## src/rtl/ift_operand_fifo.sv

```systemverilog
// ============================================================================
// Module   : ift_operand_fifo
// Purpose  : First-word-fall-through operand-pair FIFO with IFT tag tracking.
// Revision : 1.0
// ============================================================================
`default_nettype none

module ift_operand_fifo #(
    parameter int DEPTH = 4,
    parameter int DW    = 1,
    parameter int TW    = 32
) (
    input  logic                       clk,
    input  logic                       rst_n,
    input  logic                       tag_clr,
    input  logic                       in_valid,
    input  logic [TW-1:0]              in_valid_t,
    output logic                       in_ready,
    output logic [TW-1:0]              in_ready_t,
    input  logic [DW-1:0]              in_a,
    input  logic [TW-1:0]              in_a_t,
    input  logic [DW-1:0]              in_b,
    input  logic [TW-1:0]              in_b_t,
    output logic                       out_valid,
    output logic [TW-1:0]              out_valid_t,
    input  logic                       out_ready,
    input  logic [TW-1:0]              out_ready_t,
    output logic [DW-1:0]              out_a,
    output logic [TW-1:0]              out_a_t,
    output logic [DW-1:0]              out_b,
    output logic [TW-1:0]              out_b_t,
    output logic [$clog2(DEPTH):0]     count,
    output logic [TW-1:0]              count_t
);

    localparam int AW = $clog2(DEPTH);

    logic [AW:0]   r_wr_ptr;
    logic [AW:0]   r_rd_ptr;
    logic [TW-1:0] r_ctl_t;

    logic [DW-1:0] r_mem_a  [DEPTH];
    logic [TW-1:0] r_mem_at [DEPTH];
    logic [DW-1:0] r_mem_b  [DEPTH];
    logic [TW-1:0] r_mem_bt [DEPTH];

    logic          w_empty;
    logic          w_full;
    logic          w_push;
    logic          w_pop;
    logic [AW-1:0] w_wr_idx;
    logic [AW-1:0] w_rd_idx;

    assign w_wr_idx = r_wr_ptr[AW-1:0];
    assign w_rd_idx = r_rd_ptr[AW-1:0];
    assign w_empty  = (r_wr_ptr == r_rd_ptr);
    assign w_full   = (w_wr_idx == w_rd_idx) && (r_wr_ptr[AW] != r_rd_ptr[AW]);

    assign in_ready  = !w_full;
    assign out_valid = !w_empty;
    assign w_push    = in_valid & in_ready;
    assign w_pop     = out_valid & out_ready;

    always_ff @(posedge clk or negedge rst_n) begin
        if (!rst_n) begin
            r_wr_ptr <= '0;
            r_rd_ptr <= '0;
            r_ctl_t  <= '0;
        end else begin
            if (w_push) r_wr_ptr <= r_wr_ptr + 1'b1;
            if (w_pop)  r_rd_ptr <= r_rd_ptr + 1'b1;
            // Handshake tags are absorbed whenever observed, transfer or not.
            if (tag_clr)
                r_ctl_t <= '0;
            else
                r_ctl_t <= r_ctl_t
                         | (in_ready  ? in_valid_t  : '0)
                         | (out_valid ? out_ready_t : '0);
        end
    end

    // Storage is deliberately unreset; the read side masks it while empty.
    always_ff @(posedge clk) begin
        if (w_push) begin
            r_mem_a[w_wr_idx]  <= in_a;
            r_mem_at[w_wr_idx] <= in_a_t | in_valid_t;
            r_mem_b[w_wr_idx]  <= in_b;
            r_mem_bt[w_wr_idx] <= in_b_t | in_valid_t;
        end
    end

    assign out_a   = w_empty ? '0 : r_mem_a[w_rd_idx];
    assign out_b   = w_empty ? '0 : r_mem_b[w_rd_idx];
    assign out_a_t = w_empty ? r_ctl_t : (r_mem_at[w_rd_idx] | r_ctl_t);
    assign out_b_t = w_empty ? r_ctl_t : (r_mem_bt[w_rd_idx] | r_ctl_t);

    assign count       = r_wr_ptr - r_rd_ptr;
    assign count_t     = r_ctl_t;
    assign in_ready_t  = r_ctl_t;
    assign out_valid_t = r_ctl_t;

endmodule

`default_nettype wire

```

## config.mk

```make
export PLATFORM = sky130hd
export DESIGN_NAME = ift_operand_fifo
export DESIGN_NICKNAME = d
export VERILOG_FILES = /design/src/rtl/ift_operand_fifo.sv
export SDC_FILE = /design/constraint.sdc
export NUM_CORES = 1
export LEC_CHECK = 0
export CAP_MARGIN = 5
export CORE_MARGIN = 2
export CORE_UTILIZATION = 52
export CTS_BUF_LIST = sky130_fd_sc_hd__clkbuf_8 sky130_fd_sc_hd__clkbuf_16
export DETAILED_ROUTE_END_ITERATION = 8
export GPL_TIMING_DRIVEN = 1
export PLACE_DENSITY = 0.83
export SLEW_MARGIN = 20
export SYNTH_ARGS = -nofsm -noshare
export SYNTH_HDL_FRONTEND = slang
export SYNTH_SLANG_ARGS = --single-unit
```

## constraint.sdc

```tcl
create_clock -name clk -period 9.76 [get_ports clk]
set_clock_uncertainty 0.1 [all_clocks]
set_input_delay 2.928 -clock clk [delete_from_list [all_inputs] [get_ports clk]]
set_output_delay 2.928 -clock clk [all_outputs]
set_load 0.05 [all_outputs]
```

* Yosys cells after proc, flatten, opt, wreduce, memory -nomap -nowiden
Memory sizes are Yosys's and may differ from the RTL's.
Index checks and enable logic that the tools add are counted.
** Storage, ports and cells
- Bits of input ports :: 135
- ROM bits :: 0
- Logic and storage cells :: 33
- Register bits :: 38
- Bits in latches :: 0
- Output and inout bits :: 167
- Memories :: 4
- Bits in writable memories :: 264
** Memory list
- r_mem_at :: words 4, bits a word 32, rd ports 1, clocked after memory_dff 0, wr ports 1, RTL line 43 : logic [TW-1:0] r_mem_at [DEPTH];
- r_mem_bt :: words 4, bits a word 32, rd ports 1, clocked after memory_dff 0, wr ports 1, RTL line 45 : logic [TW-1:0] r_mem_bt [DEPTH];
- r_mem_a :: words 4, bits a word 1, rd ports 1, clocked after memory_dff 0, wr ports 1, RTL line 42 : logic [DW-1:0] r_mem_a [DEPTH];
- r_mem_b :: words 4, bits a word 1, rd ports 1, clocked after memory_dff 0, wr ports 1, RTL line 44 : logic [DW-1:0] r_mem_b [DEPTH];
** Operators by class
- Magnitude comparators :: 0
- Shift-type cells :: 0
- Add/subtract/negate cells :: 3
- Div/mod/pow operators :: 0
- Multiplexer cells :: 9
- Bitwise operators :: 8
- Equality and inequality tests :: 3
- $mul :: 0
- Reduce and logical (&&, ||, !) cells :: 3
** Operator list (number)
- $or A32 B32 Y32 :: 6
- $mux W32 :: 5
- $add A3 B1 Y3 const B :: 2
- $mux W1 :: 4
- $eq A3 B3 Y1 :: 1
- $sub A3 B3 Y3 :: 1
- $and A1 B1 Y1 :: 2
- $eq A2 B2 Y1 :: 1
- $logic_not A1 Y1 :: 2
- $logic_and A1 B1 Y1 :: 1
- $ne A1 B1 Y1 :: 1

* Longest topological paths before layout
- Word-level depth :: 6
- Gate-level depth with buffers :: 10
- Gate-level depth less buffers :: 5

* Least setup slack after synthesis
Ideal clock, no wire load.
- Kind :: input to register
- Start point :: input in_valid
- End point :: memory r_mem_a[3], enable pin
- Path buffers :: 0
- Path slack :: 2917 ps
- Data arrival time :: 6231 ps
- Setup time :: 512 ps
- Data required time :: 9148 ps
- Cell stages on the path :: 2
- Path through :: nand2_1 > a21oi_1
** On the way
- Cells in the longest elaborated chain, start to end :: 3
** RTL lines
- start: declaration :: RTL line 16 : input logic in_valid,
- $and A1 B1 Y1 :: RTL line 61 : assign w_push = in_valid & in_ready;
- $mux W1 :: RTL line 84 : if (w_push) begin
- $mux W1 (implied by the code) :: RTL line 85 : r_mem_a[w_wr_idx] <= in_a;
- end: declaration :: RTL line 42
No other way between the ends.

* Worst setup path in the final report
- Start point :: register r_rd_ptr[1]
- End point :: output out_a
** On the way
- Cells in the longest elaborated chain, start to end :: 2
- Elaborated cells between the ends (all ways) :: 3
- Those cells by class :: 1 x eq/ne; 1 x mux; 1 x memory
** RTL lines
- start: declaration :: RTL line 39 : logic [AW:0] r_rd_ptr;
- start signal: assignment :: RTL line 71 : if (w_pop) r_rd_ptr <= r_rd_ptr + 1'b1;
- $mem_v2 Z4 W1 / $eq A3 B3 Y1 (equally long branches)
- $mux W1 (*) :: RTL line 92 : assign out_a = w_empty ? '0 : r_mem_a[w_rd_idx];
- end: declaration :: RTL line 28 : output logic [DW-1:0] out_a,
Every way passes the cells marked *; elsewhere a longest branch is shown, timed or not.

==> summary.txt <==
Run status
  • Status: finished clean

Job
  • Max_cap viols: 0

Final layout
  • Synthesis-to-finish area growth: 29.4%
  • Layout cells sized above 1: 0.195
  • Ant. Diodes: 0
  • Post-Route Utilization: 0.687
  • Layout Nets: 1148

Critical path
  • Critical Path Start Type: flop
  • Worst-path cell chain: inv_1, ha_1, and2_1, nand2_2, buf_4, and2_1, clkdlybuf4s50_1
  • CP arrival: 4.36 ns
  • Crit path kind: reg -> out
  • Crit-path max FO: 70
  • Delay-heaviest family, CP: buffers and inverters
  • Worst Reg-to-Reg Cells: 5
  • Worst path max stage delay: 1.10 ns
  • Worst path buffer plus inverter count: 3
  • Crit path top cell by count: and2_1
  • WP data required: 6.73 ns
  • Reg-to-reg setup timing slack: 6.40 ns
  • Worst path slowest cell: dfrtp_4
  • RR Startpoint: r_rd_ptr[1]
  • Reg-to-Reg End: r_mem_at[0][14]
  • Worst setup EP type: output port

GRT
  • Largest net degree at the start of global routing: 71
  • Initial antenna violation count: 0
  • First-pass GRT wire length: 46200 µm
  • Total GRT Usage: 0.228
  • Vias in the first global route: 8167
  • Grt ovf: 0

Detailed routing
  • Vias per inst: 5.88
  • Drt wl/cell: 22.4 µm
  • Detailed Route Iter0 Violations: 522
  • Post-Route WL: 30300 µm
  • DRC violations left: 0
  • TritonRoute pass-1 iters: 5
  • Vias: 7953
  • Antenna violation net count after detailed routing: 0

Die
  • Row count: 57
  • Core area: 24500 µm²
  • Chip width: 162 µm
  • # IOs: 302
  • Die area: 26300 µm²
  • Die H: 162 µm
  • Initial Util: 0.531

CTS
  • Clk_lat worst skew: 0.53 ns
  • Total clock buffers created by CTS: 30
  • Worst-path clk slew: 0.06 ns
  • Post_cts resized: 0
  • Largest buffer count on any clock path: 3
  • H-tree Lvls: 1
  • CTS tree: yes
  • Post-CTS Setup Bufs: 0
  • CTS Hold Bufs: 0
  • CTS Sinks: 302
  • CTS root buf: clkbuf_16

Logic synthesis
  • Syn Area/Cell: 16.9 µm²
  • Yosys cell types: 27
  • Ranking of synthesized cells by area: edfxtp_1 (61%), mux4_2 (11%), dfrtp_1 (7.3%)
  • Yosys top cell by area: edfxtp_1
  • Count leader, synth: edfxtp_1
  • Cells after Synth: 767
  • #FFs+latches synth: 302
  • Mapped Nets: 910
  • Post-synthesis async set-or-reset flop share: 0.126
  • Commonest cells post-synth: edfxtp_1 (264), nor4_1 (96), mux4_2 (66)
  • EDFF count, synth: 264
  • Synthesized area: 13000 µm²
  • Main synth FF type: edfxtp_1
  • Yosys warns: 0
  • Seq/Total Area, Yosys: 0.683
  • Post-synth top area share: 0.610

Timing
  • Setup TNS after final layout: 0 ns
  • RSZ-0062 raised after global routing: false
  • Crit share post-route: 0.757
  • Final slew viol count: 0
  • Peak Freq: 0.135 GHz
  • Slew Limit Headroom: 0.299
  • Fin crit period: 7.39 ns
  • Setup Viol. Count Final: 0
  • Tightest Pin Transition: 1.05 ns
  • Endpoints failing hold: 0

Hold path
  • Worst hold path depth: 1
  • HP Class: reg -> reg
  • Hold Path End: r_wr_ptr[0]
  • Hold wc startpoint: r_wr_ptr[0]

Placed design
  • # port buffers: 301
  • Dpl hpwl: 18300 µm
  • Gpl congestion: 0.799
-- how the worst max path moves through the flow --
| stage | to | startpoint | cells past startpoint |
|---|---|---|---|
| after detailed placement | out_a | r_rd_ptr[1] | 7 |
| final | out_a | r_rd_ptr[1] | 7 |
| after global routing | out_b | r_rd_ptr[1] | 7 |
| after global placement | out_a | r_rd_ptr[1] | 7 |
| after CTS | out_a | r_rd_ptr[1] | 7 |
| after floorplan | r_mem_a[3] | in_valid | 2 |
-- per-stage QoR --
| stage | setup WS [ns] | instances | hold WS, ns | cell area (µm²) |
|---|---|---|---|---|
| 6_report | 2.37 | 1352 | 0.444 | 16800 |
| 2_1_floorplan | 2.92 | 767 | 0.398 | 13000 |
| 3_5_place_dp | 2.92 | 1297 | 0.434 | 15900 |
| 4_1_cts | 2.29 | 1352 | 0.446 | 16800 |
| 3_3_place_gp | 3.01 | 1297 | 0.432 | 15900 |
| 5_1_grt | 2.20 | 1352 | 0.460 | 16800 |
-- per-layer routing --
metal,global-route usage,routed length (µm),up-vias
met5,0,0,-
met4,0.0555,587,0
met3,0.0373,2020,56
met2,0.402,15700,363
met1,0.300,11900,4047
li1,-,-,3487
-- worst register-to-register path, cell delays in order (launching register included) --
cell and delay (ns):
dfrtp_4 1.10, inv_1 0.11, ha_1 0.33, and2_1 0.23, nand2_1 0.17, and3_4 0.90
-- placed cells by master, fill, tap and decap left out --
| cell | synthesis | routed |
|---|---|---|
| nand2_2 | 0 | 2 |
| bufinv_16 | 0 | 1 |
| a221o_1 | 1 | 1 |
| o21ai_0 | 1 | 1 |
| nor3_1 | 35 | 35 |
| clkinv_2 | 0 | 11 |
| a21oi_4 | 0 | 1 |
| clkbuf_8 | 0 | 5 |
| dfrtp_1 | 38 | 36 |
| or2_2 | 64 | 64 |
| fa_1 | 1 | 1 |
| xnor2_4 | 0 | 1 |
| nand2_1 | 5 | 3 |
| mux2_1 | 2 | 2 |
| o21ai_1 | 1 | 1 |
| a211o_1 | 1 | 1 |
| buf_4 | 64 | 8 |
| nor2_1 | 1 | 1 |
| and3_4 | 0 | 3 |
| inv_1 | 5 | 9 |
| mux4_2 | 66 | 66 |
| clkbuf_16 | 0 | 31 |
| a21o_1 | 64 | 64 |
| and2_1 | 3 | 3 |
| nor4_1 | 96 | 96 |
| ha_1 | 7 | 7 |
| edfxtp_1 | 264 | 264 |
| buf_2 | 16 | 2 |
| clkinvlp_4 | 0 | 2 |
| clkdlybuf4s50_1 | 0 | 299 |
| xor2_4 | 0 | 1 |
| clkinv_1 | 0 | 1 |
| xnor2_1 | 3 | 3 |
| dfrtp_4 | 0 | 2 |
-- sequential cells by signal, indices dropped and copies added, names as in the netlist --
register  flops
r_mem_b       4
r_rd_ptr      3
r_wr_ptr      3
r_mem_a       4
count_t      32
r_mem_bt    128
r_mem_at    128
-- logic make-up (layout without fill, tap and decap cells) --
group,Yosys count,count (layout),share of synthesized area
muxes,68,68,0.116
xor gates and xnor gates,5,5,0.00452
adders and majority gates,8,8,0.00828
DFF,302,302,0.683
AOI/OAI and AO/OA,69,69,0.0396
buffers and inverters,108,369,0.0535
and+or+nand+nor,207,207,0.0951
-- layout make-up --
class,instances,area (µm²)
Clock inverter,19,119
Clock buffer,36,845
Inverter,5,18.8
Tap cell,324,405
Multi-Input combinational cell,357,3480
Timing Repair Buffer,309,3060
Sequential cell,302,8890
Fill cell,1624,7650
Power is left out: the tool's default activity adds up to more than one toggle a clock period on the data nets, which glitch-free logic cannot reach.
